**config.mk**
```make
export PLATFORM = sky130hd
export DESIGN_NAME = encrypt_frame_ctrl_flat
export DESIGN_NICKNAME = d
export VERILOG_FILES = /design/src/rtl/encrypt_frame_if.sv /design/src/rtl/encrypt_frame_ctrl.sv /design/src/flat_wrapper.sv
export SDC_FILE = /design/constraint.sdc
export NUM_CORES = 1
export LEC_CHECK = 0
export ABC_AREA = 1
export ABC_CLOCK_PERIOD_IN_PS = 3100
export CORE_MARGIN = 4
export CORE_UTILIZATION = 58
export DETAILED_ROUTE_END_ITERATION = 16
export PLACE_DENSITY = 0.94
export SLEW_MARGIN = 20
export SYNTH_ARGS = -nofsm -noshare
export SYNTH_HDL_FRONTEND = slang
export SYNTH_SLANG_ARGS = --single-unit
```
**constraint.sdc**
```tcl
create_clock -name i_clk -period 3.1 [get_ports i_clk]
set_clock_uncertainty 0.05 [all_clocks]
set_input_delay 0.775 -clock i_clk [delete_from_list [all_inputs] [get_ports i_clk]]
set_output_delay 0.775 -clock i_clk [all_outputs]
set_load 0.05 [all_outputs]
```
**src/rtl/encrypt_frame_if.sv**
```systemverilog
// Handshake and serial-output bundle between a byte source / encryptor and
// the frame controller. The controller connects through the slave modport.
interface encrypt_frame_if;
  logic        i_en;
  logic [7:0]  i_byte;
  logic        i_byte_valid;
  logic        o_byte_ready;
  logic        o_enc_data;
  logic        o_bit_valid;
  logic        o_sof;
  logic        o_dsof;
  logic        o_eof;
  logic        o_underrun;
  logic        o_busy;
  logic [15:0] o_frame_cnt;

  modport master (
    output i_en, i_byte, i_byte_valid,
    input  o_byte_ready, o_enc_data, o_bit_valid, o_sof, o_dsof, o_eof,
           o_underrun, o_busy, o_frame_cnt
  );

  modport slave (
    input  i_en, i_byte, i_byte_valid,
    output o_byte_ready, o_enc_data, o_bit_valid, o_sof, o_dsof, o_eof,
           o_underrun, o_busy, o_frame_cnt
  );
endinterface

```
**src/rtl/encrypt_frame_ctrl.sv**
```systemverilog
// Frame controller feeding a serial encryptor: preamble byte, FRAME_LEN
// payload bytes (MSB first, FILL_BYTE on underrun), then GAP_BITS idle zeros.
module encrypt_frame_ctrl #(
  parameter int unsigned FRAME_LEN = 4,
  parameter logic [7:0]  PREAMBLE  = 8'hA5,
  parameter int unsigned GAP_BITS  = 5,
  parameter logic [7:0]  FILL_BYTE = 8'h00
) (
  input logic            i_clk,
  input logic            i_rst_n,
  encrypt_frame_if.slave bus
);

  typedef enum logic [1:0] {IDLE, PRE, DATA, GAP} state_t;

  localparam logic [7:0] LAST_BYTE = 8'(FRAME_LEN - 1);
  localparam logic [7:0] LAST_GAP  = 8'(GAP_BITS - 1);

  state_t      r_state, w_state_nx;
  logic [2:0]  r_bit_cnt, w_bit_cnt_nx;
  // Counts payload bytes in DATA and gap bits in GAP.
  logic [7:0]  r_byte_cnt, w_byte_cnt_nx;
  logic [7:0]  r_sh, w_sh_nx;
  logic [15:0] r_frame_cnt, w_frame_cnt_nx;

  logic        w_last_bit;
  logic        w_last_byte;
  logic        w_ready;
  logic        w_bit_valid;
  logic [7:0]  w_load_byte;

  assign w_last_bit  = (r_bit_cnt == 3'd7);
  assign w_last_byte = (r_byte_cnt == LAST_BYTE);
  // A byte is taken on the last bit of the preamble and of every payload
  // byte except the final one, so the next byte shifts out with no bubble.
  assign w_ready     = w_last_bit &&
                       ((r_state == PRE) || ((r_state == DATA) && !w_last_byte));
  assign w_load_byte = bus.i_byte_valid ? bus.i_byte : FILL_BYTE;
  assign w_bit_valid = (r_state == PRE) || (r_state == DATA);

  // State, counters, shift register and frame count; async clear.
  always_ff @(posedge i_clk or negedge i_rst_n) begin
    if (!i_rst_n) begin
      r_state     <= IDLE;
      r_bit_cnt   <= 3'd0;
      r_byte_cnt  <= 8'd0;
      r_sh        <= 8'd0;
      r_frame_cnt <= 16'd0;
    end else begin
      r_state     <= w_state_nx;
      r_bit_cnt   <= w_bit_cnt_nx;
      r_byte_cnt  <= w_byte_cnt_nx;
      r_sh        <= w_sh_nx;
      r_frame_cnt <= w_frame_cnt_nx;
    end
  end

  // Next-state logic: sequencing through preamble, payload and gap.
  always_comb begin
    w_state_nx     = r_state;
    w_bit_cnt_nx   = r_bit_cnt;
    w_byte_cnt_nx  = r_byte_cnt;
    w_sh_nx        = r_sh;
    w_frame_cnt_nx = r_frame_cnt;
    case (r_state)
      IDLE: begin
        // The start check only looks at valid; the byte stays for PRE's end.
        if (bus.i_en && bus.i_byte_valid) begin
          w_state_nx    = PRE;
          w_sh_nx       = PREAMBLE;
          w_bit_cnt_nx  = 3'd0;
          w_byte_cnt_nx = 8'd0;
        end
      end
      PRE: begin
        w_bit_cnt_nx = r_bit_cnt + 3'd1;
        w_sh_nx      = {r_sh[6:0], 1'b0};
        if (w_last_bit) begin
          w_state_nx    = DATA;
          w_sh_nx       = w_load_byte;
          w_byte_cnt_nx = 8'd0;
        end
      end
      DATA: begin
        w_bit_cnt_nx = r_bit_cnt + 3'd1;
        w_sh_nx      = {r_sh[6:0], 1'b0};
        if (w_last_bit) begin
          if (w_last_byte) begin
            w_state_nx     = GAP;
            w_sh_nx        = 8'd0;
            w_byte_cnt_nx  = 8'd0;
            w_frame_cnt_nx = r_frame_cnt + 16'd1;
          end else begin
            w_sh_nx       = w_load_byte;
            w_byte_cnt_nx = r_byte_cnt + 8'd1;
          end
        end
      end
      GAP: begin
        w_bit_cnt_nx = 3'd0;
        if (r_byte_cnt == LAST_GAP) begin
          w_state_nx    = IDLE;
          w_byte_cnt_nx = 8'd0;
        end else begin
          w_byte_cnt_nx = r_byte_cnt + 8'd1;
        end
      end
      default: w_state_nx = IDLE;
    endcase
  end

  // Outputs decode registered state only, except the underrun strobe which
  // also reflects the live valid at a ready cycle.
  assign bus.o_byte_ready = w_ready;
  assign bus.o_bit_valid  = w_bit_valid;
  assign bus.o_enc_data   = w_bit_valid && r_sh[7];
  assign bus.o_sof        = (r_state == PRE) && (r_bit_cnt == 3'd0);
  assign bus.o_dsof       = (r_state == DATA) && (r_byte_cnt == 8'd0) &&
                            (r_bit_cnt == 3'd0);
  assign bus.o_eof        = (r_state == DATA) && w_last_byte && w_last_bit;
  assign bus.o_underrun   = w_ready && !bus.i_byte_valid;
  assign bus.o_busy       = (r_state != IDLE);
  assign bus.o_frame_cnt  = r_frame_cnt;

endmodule

```
**src/flat_wrapper.sv**
```systemverilog
// flat-port wrapper written by rule: the top's interface ports become plain ports
module encrypt_frame_ctrl_flat 
#(
  parameter int unsigned FRAME_LEN = 4,
  parameter logic [7:0]  PREAMBLE  = 8'hA5,
  parameter int unsigned GAP_BITS  = 5,
  parameter logic [7:0]  FILL_BYTE = 8'h00
)
  (i_clk, i_rst_n, bus_i_en, bus_i_byte, bus_i_byte_valid, bus_o_byte_ready, bus_o_enc_data, bus_o_bit_valid, bus_o_sof, bus_o_dsof, bus_o_eof, bus_o_underrun, bus_o_busy, bus_o_frame_cnt);
  encrypt_frame_if bus_i ();
  input logic i_clk;
  input logic i_rst_n;
  input wire logic [$bits(bus_i.i_en)-1:0] bus_i_en;
  input wire logic [$bits(bus_i.i_byte)-1:0] bus_i_byte;
  input wire logic [$bits(bus_i.i_byte_valid)-1:0] bus_i_byte_valid;
  output wire logic [$bits(bus_i.o_byte_ready)-1:0] bus_o_byte_ready;
  output wire logic [$bits(bus_i.o_enc_data)-1:0] bus_o_enc_data;
  output wire logic [$bits(bus_i.o_bit_valid)-1:0] bus_o_bit_valid;
  output wire logic [$bits(bus_i.o_sof)-1:0] bus_o_sof;
  output wire logic [$bits(bus_i.o_dsof)-1:0] bus_o_dsof;
  output wire logic [$bits(bus_i.o_eof)-1:0] bus_o_eof;
  output wire logic [$bits(bus_i.o_underrun)-1:0] bus_o_underrun;
  output wire logic [$bits(bus_i.o_busy)-1:0] bus_o_busy;
  output wire logic [$bits(bus_i.o_frame_cnt)-1:0] bus_o_frame_cnt;
  assign bus_i.i_en = bus_i_en;
  assign bus_i.i_byte = bus_i_byte;
  assign bus_i.i_byte_valid = bus_i_byte_valid;
  assign bus_o_byte_ready = bus_i.o_byte_ready;
  assign bus_o_enc_data = bus_i.o_enc_data;
  assign bus_o_bit_valid = bus_i.o_bit_valid;
  assign bus_o_sof = bus_i.o_sof;
  assign bus_o_dsof = bus_i.o_dsof;
  assign bus_o_eof = bus_i.o_eof;
  assign bus_o_underrun = bus_i.o_underrun;
  assign bus_o_busy = bus_i.o_busy;
  assign bus_o_frame_cnt = bus_i.o_frame_cnt;
  encrypt_frame_ctrl #(.FRAME_LEN(FRAME_LEN), .PREAMBLE(PREAMBLE), .GAP_BITS(GAP_BITS), .FILL_BYTE(FILL_BYTE)) u_core (.i_clk(i_clk), .i_rst_n(i_rst_n), .bus(bus_i));
endmodule
```
# Yosys cells after proc, flatten, opt, wreduce, memory -nomap -nowiden
# Cells that the tools add are included.
[totals] ff_bits=37 input_bits=12 output_inout_bits=24 word_cells=63
[classes] n_addsub=3 eq_ne=11 mux=20 n_reduce_logical=24
[op_table] operator="two-way mux 8 bit" n=10
[op_table] operator="one-hot mux 8 bit (4 select lines)" n=1
[op_table] operator="one-hot mux 8 bit (3 select lines)" n=1
[op_table] operator="adder 16 x 1 -> 16 bit, second input constant" n=1
[op_table] operator="logical AND 1 bit" n=10
[op_table] operator="two-way mux 2 bit" n=5
[op_table] operator="inequality test 2 x 1 -> 1 bit, second input constant" n=5
[op_table] operator="one-hot mux 3 bit (3 select lines)" n=1
[op_table] operator="adder 8 x 1 -> 8 bit, second input constant" n=1
[op_table] operator="== test 8 x 2 -> 1 bit, second input constant" n=1
[op_table] operator="== test 8 x 3 -> 1 bit, second input constant" n=1
[op_table] operator="logical NOT 8 bit" n=1
[op_table] operator="one-hot mux 2 bit (4 select lines)" n=1
[op_table] operator="AND reduction 3 bit" n=2
[op_table] operator="AND reduction 5 bit" n=1
[op_table] operator="== test 2 bit, second input constant" n=2
[op_table] operator="adder 3 x 1 -> 3 bit, second input constant" n=1
[op_table] operator="== test 3 bit, second input constant" n=1
[op_table] operator="logical NOT 3 bit" n=1
[op_table] operator="two-way mux 3 bit" n=1
[op_table] operator="nonzero test 3 bit" n=1
[op_table] operator="== test 2 x 1 -> 1 bit, second input constant" n=1
[op_table] operator="logical NOT 1 bit" n=2
[op_table] operator="logical NOT 2 bit" n=1
[op_table] operator="other kinds (4)" n=5

# Logic depth before layout (Yosys ltp)
# Gate-level depths: netlist (run 1).
[depth] word_depth=6 mapped_depth=10 depth_no_buf=10

# Worst setup path before layout (run 1)
# OpenSTA, ideal clock, no wires.
[synth_timing] kind="flip-flop to output port" from="register u_core.r_state[0]" to="output port bus_o_dsof" arrival_ns=2.356 required_time_ns=2.275 slack_ns=-0.081 path_stages_with_launch=5 n_path_buf=0 cell_sequence="dfrtp_1 -> inv_1 -> ha_1 -> nand2_1 -> nor4_1"
[synth_via] elab_chain_len=3
[synth_rtl] item="start: declaration" line_no="encrypt_frame_ctrl.sv:19" text="state_t r_state, w_state_nx;"
[synth_rtl] item="start signal: assignment" line_no="encrypt_frame_ctrl.sv:50" text="r_state <= w_state_nx;"
[synth_rtl] item="== test 2 bit" line_no="encrypt_frame_ctrl.sv:118" text="assign bus.o_dsof = (r_state == DATA) && (r_byte_cnt == 8'd0) &&"
[synth_rtl] item="logical AND 1 bit (2 in series)" line_no="encrypt_frame_ctrl.sv:118"
[synth_rtl] item="end: declaration" line_no="flat_wrapper.sv:20" text="output wire logic [$bits(bus_i.o_dsof)-1:0] bus_o_dsof;"
# Every way passes these cells.

# Worst setup path in the final report (run 1)
[layout_timing] from="register u_core.r_state[0]" to="output port bus_o_enc_data"
[layout_via] elab_chain_len=3 elab_cells_between_ends=4 cone_classes="2 x eq/ne; 2 x reduce/logical"
[layout_rtl] item="== test 2 x 1 -> 1 bit or == test 2 bit (tied branches)" line_no="encrypt_frame_ctrl.sv:39" text="assign w_bit_valid = (r_state == PRE) || (r_state == DATA);"
[layout_rtl] item="logical OR 1 bit *" line_no="encrypt_frame_ctrl.sv:39"
[layout_rtl] item="logical AND 1 bit *" line_no="encrypt_frame_ctrl.sv:116" text="assign bus.o_enc_data = w_bit_valid && r_sh[7];"
[layout_rtl] item="end: declaration" line_no="flat_wrapper.sv:17" text="output wire logic [$bits(bus_i.o_enc_data)-1:0] bus_o_enc_data;"
# Mark *: on every way between the ends. The rest lies on a longest branch, timed or not.

==> results.md, run 1 <==
- CTS buffer count: 5
- Fin crit period: 2940 ps
- Ys Warns: 0
- Placement Cell Area: 2750 µm²
- Worst setup EP type: output pin
- Netlist Area Pre-Place: 2330 µm²
- Fin nets: between 300 and 400
- Hold Path Sink: u_core.r_sh[3]
- Tot Pwr: 1.88 mW
- Sequential-to-total area share from yosys stat: 39.7%
- Measured slew at the worst slew-check pin: just over 800 ps
- CP max-delay cell: clkdlybuf4s50_1
- Vias in the first global route: 2163
- Row cnt: 22
- Number of enable flip-flop cells after synthesis: 0
- Layout cell share with drive strength beyond 1: 9.26%
- Tot GR Track Use: between 20% and 30%
- I/O Pins: 36
- # hold bufs at CTS: 0
- Reg-to-reg slack, setup: 1160 ps
- Fin crit share: between 90% and 100%
- Initial Util: approximately three fifths
- Fin util: 75.1%
- Port-buffer cells: 35
- Netlist cell types: 30
- Endpoints failing setup: 0
- Slowest stage delay, CP: 800 ps
- Crit-path max FO: 5
- Wire per inst: ~13 µm
- Syn-to-layout area delta: 21.5%
- Crit Reg-Reg Endpoint: u_core.r_byte_cnt[4]
- Die Y: 71.4 µm
- Worst R2R Start: u_core.r_state[0]
- DRC viols: 0
- Vias: about 2200
- Clock slew at reported path FFs: 70 ps
- Root buf cell: clkbuf_8
- Syn_area_per_cell: 7.18 µm²
- Post-route cell area: 2830 µm²
- Syn Inst Count: 325
- Largest net degree at the start of global routing: 38
- Worst-skew pair later-pin latency: 300 ps
- Leakage power: about 1.4 nW
- Die X: roughly 70 µm
- CP Class: register to output pin
- Cts repair resizes: 0
- Gpl congestion: 0.932
- Grt ovf: 0
- Routing usage on met3: under 10%
- Max Cap Violations: 0
- Grt met1 use: 28.1%
- Top cells by area, synth: dfrtp_1, nand2_1, ha_1, nor2_1, inv_1
- Worst hold stages: 2
- #FFs+latches synth: 37
- Core Box Area: between 3000 and 4000 µm²
- Maximum VDD drop: about 0.67 mV
- Cell family with most CP delay: buffers and inverters
- Relative slew slack: 45.6%
- Status: complete, no violations
- Post-synth top area share: between 30% and 40%
- Hold/Removal Path Class: register to register
- Worst hold start: u_core.r_sh[3]
- WL final: 5.21 mm
- Startpoint types: register
- Routed vias/inst: 5.27
- Final Hold Fails: 0
- Initial antenna violation count: 0
- DIE AREA: 5100 µm²
- Count leader, synth: nand2_1
- Synth area leader: dfrtp_1
- Worst reg-to-reg path cell count: 9
- Ys flop type: dfrtp_1
- Max Clk Rate: 0.340 GHz
- Max H-tree Level: 2
- Number of setup buffers added after CTS: 0
- Layer with the highest usage: met2
- Crit-path cells: inv_1 > ha_1 > nand2_1 > inv_1 > clkdlybuf4s50_1
- Number of diodes: 0
- Commonest cells post-synth: nand2_1, nor2_1, dfrtp_1
- Data arrival time of the worst path: about 2100 ps
- First-pass GRT wire length: 9.44 mm
- CTS sink cnt: 37
- Power per cell area: between 600 and 700 nW/µm²
- Setup TNS: 0 ps
- DRT antenna net count: 0
- DRT iter0 DRCs: 228
- Detailed placement HPWL: 3.93 mm
- Slew Limit Fails: 0
- Cell mode on critical path: inv_1
- DR pass1 iterations: 7
- Buf/Inv on CP: 3
- TritonCTS clock tree: built
- Synth async-reset ratio: 100%
- RSZ-0062 raised after global routing: no
- Met2 Usage GRT: 38.9%
- Max Root-Sink Buffers: 2
- Syn Nets: 349
- WP data required: 2270 ps
worst max path at each step:
stage / start / depth (start not counted) / end / slack [ps]
after global routing: u_core.r_state[0] / 5 / bus_o_enc_data / 70
final: u_core.r_state[0] / 5 / bus_o_enc_data / 160
after detailed placement: u_core.r_state[0] / 5 / bus_o_enc_data / 480
after CTS: u_core.r_state[0] / 5 / bus_o_enc_data / 160
after global placement: u_core.r_state[0] / 5 / bus_o_enc_data / 560
after floorplan: u_core.r_state[0] / 4 / bus_o_dsof / 480
per-layer routing:
metal / vias to the layer above / part of all wire, %
met1: 1000 / 44
met5: - / 0
met4: 0 / 1.9
met2: 68 / 48
met3: 11 / 5.5
li1: 1107 / -
flip-flops by register name (all words and copies together) (netlist names):
| signal | flops |
|---|---|
| u_core.r_state | 2 |
| u_core.r_sh | 8 |
| u_core.bus.o_frame_cnt | 16 |
| u_core.r_byte_cnt | 8 |
| u_core.r_bit_cnt | 3 |
stage by stage:
| stage | hold WS (ps) | cells | worst slack [ps] |
|---|---|---|---|
| 6_report | 452 | 415 | 163 |
| 5_1_grt | 483 | 415 | 68.8 |
| 4_1_cts | 446 | 415 | 160 |
| 3_5_place_dp | 419 | 407 | 485 |
| 3_3_place_gp | 421 | 407 | 561 |
| 2_1_floorplan | 400 | 325 | 481 |
placed cells by master (no fill, tap or decap), types with 4 or more instances in the layout:
cell type	instances
xor2_1	5
clkbuf_8	5
inv_1	35
inv_2	6
nor2_1	38
buf_4	4
a21oi_1	11
nand3b_1	4
xnor2_1	4
nand2_2	4
nand2_1	103
nand3_1	24
clkdlybuf4s50_1	30
ha_1	12
dfrtp_1	37
nand4_1	4
o21ai_0	20
cell families (layout without fill, tap and decap cells):
logic type	count (synthesis)	count (layout)	synth area share (%)
AO/OA/AOI/OAI	34	34	7.46
AND/OR/NAND/NOR	187	187	35.0
flip-flops	37	37	39.7
adder cells (fa/ha/maj)	12	12	6.44
buffers and inverters	46	88	8.05
XOR/XNOR	9	9	3.38
where the power goes:
group	internal (mW)	switching [mW]	total (mW)
logic	0.292	0.623	0.915
clock network	0.156	0.175	0.331
registers	0.571	0.0629	0.633
total	1.02	0.861	1.88
area by class of cell:
| type | instances | area [µm²] |
|---|---|---|
| inverter | 43 | 164 |
| timing repair buffer | 37 | 375 |
| sequential | 37 | 926 |
| clock inverter | 2 | 10.0 |
| tap | 48 | 60.1 |
| clock buffer | 6 | 72.6 |
| multi-input combinational | 242 | 1220 |
| fill | 294 | 938 |
worst min-delay path: stages, from the launching register on:
cell	delay [ps]
dfrtp_1	360
nand2_1	60
nand2_1	50
No activity file was read; power rests on OpenSTA's default activity.
==> run 2, diff against run 1 <==
- SETUP_SLACK_MARGIN: unset -> 0.15
==> run 2 against run 1 <==
Combinational power decreased by 0.7%. Via count shrank 0.14%. Highest routed layer unchanged. Setup slack better by 100 ps. Cell count unchanged. Wire length decreased by 0.50%. Hold slack worse by 4.3 ps. First-iteration DRC count down 5.3%. Cell area increased by 0.18%. Register-to-register slack barely moved. Sequential cell count unchanged. Core utilization up 0.13 points.
==> results.md, run 2 (synthesis results as in run 1) <==
- WL final: 5.19 mm (was 5.21 mm)
- Root buf cell: clkbuf_8 (unchanged)
- RSZ-0062 raised after global routing: no (unchanged)
- CTS sink cnt: 37 (unchanged)
- Maximum VDD drop: 0.664 mV (was 0.667 mV)
- Status: complete, no violations (unchanged)
- Max H-tree Level: 2 (unchanged)
- WHS: 448 ps (was 452 ps)
- Power per cell area: 661 nW/µm² (was 664 nW/µm²)
- Initial Util: 61.8% (unchanged)
- Post-route cell area: 2840 µm² (was 2830 µm²)
- DIE AREA: 5100 µm² (unchanged)
- Initial antenna violation count: 0 (unchanged)
- First-pass GRT wire length: 9.44 mm (unchanged)
- Die X: 71.4 µm (unchanged)
- Core Box Area: 3770 µm² (unchanged)
- Startpoint types: register (unchanged)
- Die Y: 71.4 µm (unchanged)
- Relative slew slack: 46.3% (was 45.6%)
- TritonCTS clock tree: built (unchanged)
- Gpl congestion: 0.932 (unchanged)
- Slew Limit Fails: 0 (unchanged)
- Grt ovf: 0 (unchanged)
- I/O Pins: 36 (unchanged)
- Syn-to-layout area delta: 21.7% (was 21.5%)
- Final Hold Fails: 0 (unchanged)
- Most common cell after layout, fill and taps aside: nand2_1 (unchanged)
- Worst-skew pair later-pin latency: 300 ps (about the same)
- Fin crit share: 91.5% (was 94.8%)
- Hold/Removal Path Class: register to register (unchanged)
- DRT antenna net count: 0 (unchanged)
- Number of setup buffers added after CTS: 0 (unchanged)
- Detailed placement HPWL: 3.93 mm (unchanged)
- Tot Pwr: 1.88 mW (about the same)
- Row cnt: 22 (unchanged)
- Placement Cell Area: 2750 µm² (unchanged)
- Number of diodes: 0 (unchanged)
- Data arrival time of the worst path: 2010 ps (was 2110 ps)
- # hold bufs at CTS: 0 (unchanged)
- DRC viols: 0 (unchanged)
- Worst setup EP type: output pin (unchanged)
- Largest net degree at the start of global routing: 38 (unchanged)
- Port-buffer cells: 35 (unchanged)
- Wire per inst: 12.5 µm (was 12.6 µm)
- Vias in the first global route: 2163 (unchanged)
- Fin cells: 415 (unchanged)
- DR pass1 iterations: 4 (was 7)
- Layout cell share with drive strength beyond 1: 9.26% (unchanged)
- DRT iter0 DRCs: 216 (was 228)
- WP data required: 2270 ps (about the same)
- Measured slew at the worst slew-check pin: 806 ps (was 816 ps)
- Crit-path max FO: 5 (unchanged)
- Cts repair resizes: 0 (unchanged)
- CTS buffer count: 5 (unchanged)
- Max Root-Sink Buffers: 2 (unchanged)
- Inst Count DP: 407 (unchanged)
- Most frequent cells in the layout: nand2_1, nor2_1, dfrtp_1, inv_1, clkdlybuf4s50_1 (unchanged)
- Endpoints failing setup: 0 (unchanged)
- Fin nets: 390 (unchanged)
- Routed vias/inst: 5.26 (was 5.27)
- Clock slew at reported path FFs: 80 ps (was 70 ps)
- Max reg flops: 16 (unchanged)
- Max Cap Violations: 0 (unchanged)
- Vias: 2183 (was 2186)
- Tot GR Track Use: 23.0% (unchanged)
- CP Class: register to output pin (unchanged)
- Setup TNS: 0 ps (unchanged)
- Leakage power: 1.43 nW (was 1.40 nW)
- Max Clk Rate: 0.353 GHz (was 0.340 GHz)
- Fin crit period: 2840 ps (was 2940 ps)
==> run 2: path summary, 6_finish.rpt <==
| path | startpoint | endpoint | slack (ps) | cells past startpoint |
|---|---|---|---|---|
| max in group asynchronous | i_rst_n | u_core.r_sh[6] | 1980 | 1 |
| max reg2reg | u_core.r_state[0] | u_core.r_byte_cnt[4] | 1160 | 9 |
| min in group asynchronous | i_rst_n | u_core.bus.o_frame_cnt[3] | 510 | 1 |
| min | u_core.r_sh[4] | u_core.r_sh[4] | 450 | 2 |
| max | u_core.r_state[0] | bus_o_bit_valid | 260 | 3 |
| min reg2reg | u_core.r_sh[4] | u_core.r_sh[4] | 450 | 2 |
==> run 2: power breakdown <==
part | internal, mW | leakage [nW] | switching, mW | total, mW
clock | 0.156 | 0.0450 | 0.177 | 0.333
sequential | 0.570 | 0.496 | 0.0627 | 0.633
combinational | 0.290 | 0.890 | 0.619 | 0.909
total | 1.02 | 1.43 | 0.859 | 1.88
==> run 2: through the flow <==
stage	utilization (%)	setup slack, ps
after floorplan	-	481
after global placement	72.9	561
after detailed placement	72.9	485
after CTS	75.1	160
after global routing	75.2	182
final	75.2	265
==> run 2: layout make-up <==
class                           count  area, µm²
Timing Repair Buffer               37        380
Fill cell                         294        933
Inverter                           43        164
Clock buffer                        6       72.6
Clock inverter                      2       10.0
Tap cell                           48       60.1
Sequential cell                    37        926
Multi-Input combinational cell    242       1220
==> run 2: worst max-delay path: stages, from the launching register on <==
cell and delay, ps:
dfrtp_1 430, inv_1 110, ha_1 360, clkdlybuf4s50_1 820
==> run 2: per-layer routing <==
| layer | share of wire [%] | routed length [µm] | track usage, % |
|---|---|---|---|
| met5 | 0 | 0 | 0 |
| met4 | 1.9 | 98 | 9.39 |
| met3 | 5.3 | 273 | 5.47 |
| met2 | 48 | 2500 | 38.9 |
| met1 | 45 | 2320 | 28.1 |
